$ cat src/rtl/multdiv_ctrl.sv
// Control sequencer for the shared iterative multiply/divide datapath.
// Owns the iteration counter; datapath strobes are decoded from the registered state.
module multdiv_ctrl #(
   parameter int WIDTH = 32,
   parameter int CNT_W = 6
) (
   input  logic             clk,
   input  logic             reset,
   input  logic             ctrl_MULT,
   input  logic             ctrl_DIV,
   input  logic             divisor_zero,
   input  logic             sign_a,
   input  logic             sign_b,
   output logic             dp_load,
   output logic             dp_step,
   output logic             dp_is_div,
   output logic             dp_negate,
   output logic [CNT_W-1:0] count,
   output logic             busy,
   output logic             data_resultRDY,
   output logic             data_exception
);

   typedef enum logic [2:0] {
      IDLE = 3'd0,
      LOAD = 3'd1,
      ITER = 3'd2,
      FIX  = 3'd3,
      DONE = 3'd4
   } state_e;

   localparam logic [CNT_W-1:0] CNT_LAST = CNT_W'(WIDTH - 1);
   localparam logic [CNT_W-1:0] CNT_FULL = CNT_W'(WIDTH);

   state_e           state_q;
   logic [CNT_W-1:0] count_q;
   logic             is_div_q;
   logic             neg_q;
   logic             exc_q;
   logic             start_s;
   logic             div_start_s;

   // ctrl_MULT wins when both start pulses arrive together
   assign start_s     = ctrl_MULT | ctrl_DIV;
   assign div_start_s = ctrl_DIV & ~ctrl_MULT;

   // State, counter and per-operation flags; a start restarts from any state
   always_ff @(posedge clk) begin
      if (reset) begin
         state_q  <= IDLE;
         count_q  <= '0;
         is_div_q <= 1'b0;
         neg_q    <= 1'b0;
         exc_q    <= 1'b0;
      end else if (start_s) begin
         count_q  <= '0;
         is_div_q <= div_start_s;
         neg_q    <= sign_a ^ sign_b;
         if (div_start_s && divisor_zero) begin
            state_q <= DONE;
            exc_q   <= 1'b1;
         end else begin
            state_q <= LOAD;
            exc_q   <= 1'b0;
         end
      end else begin
         case (state_q)
            IDLE: begin
               state_q <= IDLE;
               count_q <= '0;
            end
            LOAD: begin
               state_q <= ITER;
               count_q <= '0;
            end
            ITER: begin
               if (count_q == CNT_LAST) begin
                  state_q <= FIX;
                  count_q <= CNT_FULL;
               end else begin
                  count_q <= count_q + CNT_W'(1);
               end
            end
            FIX: begin
               state_q <= DONE;
            end
            DONE: begin
               state_q <= IDLE;
               count_q <= '0;
            end
            default: begin
               state_q <= IDLE;
               count_q <= '0;
            end
         endcase
      end
   end

   // Strobe decode: load, step and negate are mutually exclusive by state
   always_comb begin
      dp_load        = 1'b0;
      dp_step        = 1'b0;
      dp_negate      = 1'b0;
      busy           = 1'b0;
      data_resultRDY = 1'b0;
      data_exception = 1'b0;
      case (state_q)
         LOAD: begin
            dp_load = 1'b1;
            busy    = 1'b1;
         end
         ITER: begin
            dp_step = 1'b1;
            busy    = 1'b1;
         end
         FIX: begin
            dp_negate = neg_q;
            busy      = 1'b1;
         end
         DONE: begin
            data_resultRDY = 1'b1;
            data_exception = exc_q;
         end
         default: begin
            busy = 1'b0;
         end
      endcase
   end

   assign count     = count_q;
   assign dp_is_div = is_div_q;

endmodule
$ cat config.mk
export PLATFORM = sky130hd
export DESIGN_NAME = multdiv_ctrl
export DESIGN_NICKNAME = d
export VERILOG_FILES = /design/src/rtl/multdiv_ctrl.sv
export SDC_FILE = /design/constraint.sdc
export NUM_CORES = 1
export LEC_CHECK = 0
export BUFFER_PORTS_ARGS = -buffer_cell sky130_fd_sc_hd__buf_2
export CORE_AREA = 2 2 39 41
export DETAILED_ROUTE_END_ITERATION = 8
export DIE_AREA = 0 0 41 43
export PLACE_DENSITY = 0.73
export SLEW_MARGIN = 10
export SYNTH_ARGS = -nofsm -noshare
export SYNTH_HDL_FRONTEND = slang
export SYNTH_SLANG_ARGS = --single-unit
$ cat constraint.sdc
create_clock -name clk -period 3.5 [get_ports clk]
set_clock_uncertainty 0.05 [all_clocks]
set_input_delay 0.7 -clock clk [delete_from_list [all_inputs] [get_ports clk]]
set_output_delay 0.7 -clock clk [all_outputs]
set_load 0.02 [all_outputs]
==> impl_metrics.ini <==
[min_path]
hold_path_class = reg2reg
hp-start = count[5]
holdPathStages = 2
min_to = count[5]

[synthesis]
syn_inst = 68
ys_warn_count = 0
synth_top_area_share_pct = 39.9
synth_top_area_cell = dfxtp_1
synth_area_um2 = 602
synth_edf_count = 0
ys_seq_elements = 12
synthTopCellsByArea = dfxtp_1, nor2_1, nor3_1
synth_flop_cell = dfxtp_1
ys_types = 29
postSynthNetCount = 76
ys_seq_area_share_pct = 39.9
postSynthAreaPerCell_um2 = 8.85
async_flop_share_pct = 0

[die]
die_y_um = 43
io_pins = 20
rows = 14
die_w_um = 41
core_um2 = 1380
dieArea_um2 = 1760
start_util_pct = 43.5

[setup_path]
reg2reg_slack_ns = 1.90
path_cells = nor3b_1 -> buf_2
worstPathArrival_ns = 1.41
max_stage_delay_ns = 0.47
crit_slowest_cell = nor3b_1
worstRegToRegCells = 4
reg2reg_to = state_q[0]
critPathLaunchType = register
critical_path_buf_inv_count = 1
critical_path.top_delay_family = simple AND/OR/NAND/NOR gates
endpoint_kind = output port
worstSetupPathType = reg2out
r2r_start = count[0]
critPathMaxFanout = 11
cp_data_required_time_ns = 2.75

[layout]
drive_gt1_share_pct = 31.5
synthToLayoutAreaGrowth_pct = 21.6
final_cell_mix = buf_2, dfxtp_1, nor2_1
nets = 98
layout_commonest_cell = buf_2
multiInputGateArea_um2 = 329
seq_area_um2 = 240
final_core_util_pct = 52.9
diodes = 0
n_fill_cell = 135

[clock_tree]
hold_buffers = 0
clkSinkCount = 12
cts_buffer_depth = 2
clkLatencyLatePin_ns = 0.27
cts.reportedPaths.clkPinSlew_ns = 0.08
cts-root-buf = clkbuf_4
cts_resized = 0
cts_buffers = 3
postCtsSetupBuffers = 0
cts_tree = done
htreeDepth = 1

[global_route]
antenna_found_initial = 0
track_usage_pct = 18.0
overflow = 0
grt_pass1_wl_mm = 2.19
grt_pass1_vias = 545
grt_start_max_net_pins = 12

[sta]
setup_viol = 0
fmax_mhz = 462
period_needed_ns = 2.16
fin_crit_sh_pct = 61.8
finalHoldViolations = 0
relSlewSlack_pct = 67.8
slew_viol_final = 0
tightest_slew_ns = 0.482
rsz0062_at_grt = false
finalSetupTns_ns = 0

[routing]
first_iter_violations = 5
ant_nets = 0
viasPerCell = 5.27
wl_per_cell_um = 11.8
highest_layer = met4
met3_length_um = 63
wl_mm = 1.24
dr.pass1.iters = 2
num_vias = 553
drcViolationCount = 0
wl_met1_um = 573
wl_met2_um = 586

[place]
dp.final_hpwl_um = 933
io_buffer_count = 19
routabilityCongestion = 0.742

[pwr]
p_per_area_nw_per_um2 = 380
ir_worst_vdd_uv = 223
p_leak_nw = 0.312

[run_status]
status = complete, no violations

[job]
maxCapViolCount = 0
[through the flow]
| stage | instances | hold WS [ns] | area [µm²] | power, mW | worst slack (ns) |
|---|---|---|---|---|---|
| after CTS | 105 | 0.455 | 732 | 0.281 | 1.34 |
| final | 105 | 0.452 | 732 | 0.278 | 1.34 |
| after global routing | 105 | 0.482 | 732 | 0.295 | 1.20 |
| after detailed placement | 101 | 0.443 | 696 | 0.171 | 1.51 |
| after floorplan | 68 | 0.440 | 602 | 0.163 | 1.48 |
| after global placement | 101 | 0.428 | 696 | 0.170 | 1.57 |
[how the worst max path moves through the flow]
stage,from,to,slack (ns),cells after the start
2_1_floorplan,state_q[0],dp_step,1.48,2
3_3_place_gp,ctrl_MULT,count[5],1.57,4
3_5_place_dp,ctrl_MULT,count[3],1.51,4
4_1_cts,state_q[0],dp_step,1.34,2
5_1_grt,state_q[0],dp_step,1.20,2
6_report,state_q[0],dp_step,1.34,2
[worst register-to-register path, cell delays in order, from the launching register on]
cell,delay (ns)
dfxtp_1,0.43
ha_1,0.25
or2b_2,0.34
or3_1,0.35
a21oi_1,0.12
[final cells by class]
cell class              count  share of cell area, %
clock buffers               4                   4.96
multi-input cells          51                   45.0
flip-flops and latches     12                   32.8
inverters                   3                   1.54
well taps                  16                   2.74
repair buffers             19                   13.0
[cell families (layout without fill, tap and decap cells)]
kind of cell / count (synthesis) / count (layout) / share of synthesized area, %
buffers and inverters: 5 / 26 / 5.41
muxes: 2 / 2 / 3.33
xor gates and xnor gates: 3 / 3 / 4.37
and+or+nand+nor: 36 / 36 / 34.7
adders and majority gates: 1 / 1 / 2.08
DFF: 12 / 12 / 39.9
AOI/OAI and AO/OA: 9 / 9 / 10.2
[layer usage]
layer  vias up  track usage (%)
met1       252             23.0
met3         2             3.14
met4         0             8.00
met5         -                0
met2        16             28.1
li1        283                -
[cell usage after synthesis, types with 2 or more instances]
library cell  count
a21oi_1           4
and2_1            2
dfxtp_1          12
inv_1             3
mux2i_1           2
nand2_1           2
nand3_1           3
nor2_1           10
nor3_1            6
nor3b_1           2
o211ai_1          2
or3_1             2
xor2_1            2
[registers in the layout, indices dropped and copies added (netlist names)]
name	count
neg_q	1
dp_is_div	1
exc_q	1
state_q	3
count	6
[power by group]
group          total, mW  switching [mW]  internal [mW]
clock network      0.110          0.0469         0.0633
registers          0.144         0.00405          0.140
logic             0.0241          0.0138         0.0103
total              0.278          0.0648          0.213
Power figures use the tool's default switching activity.
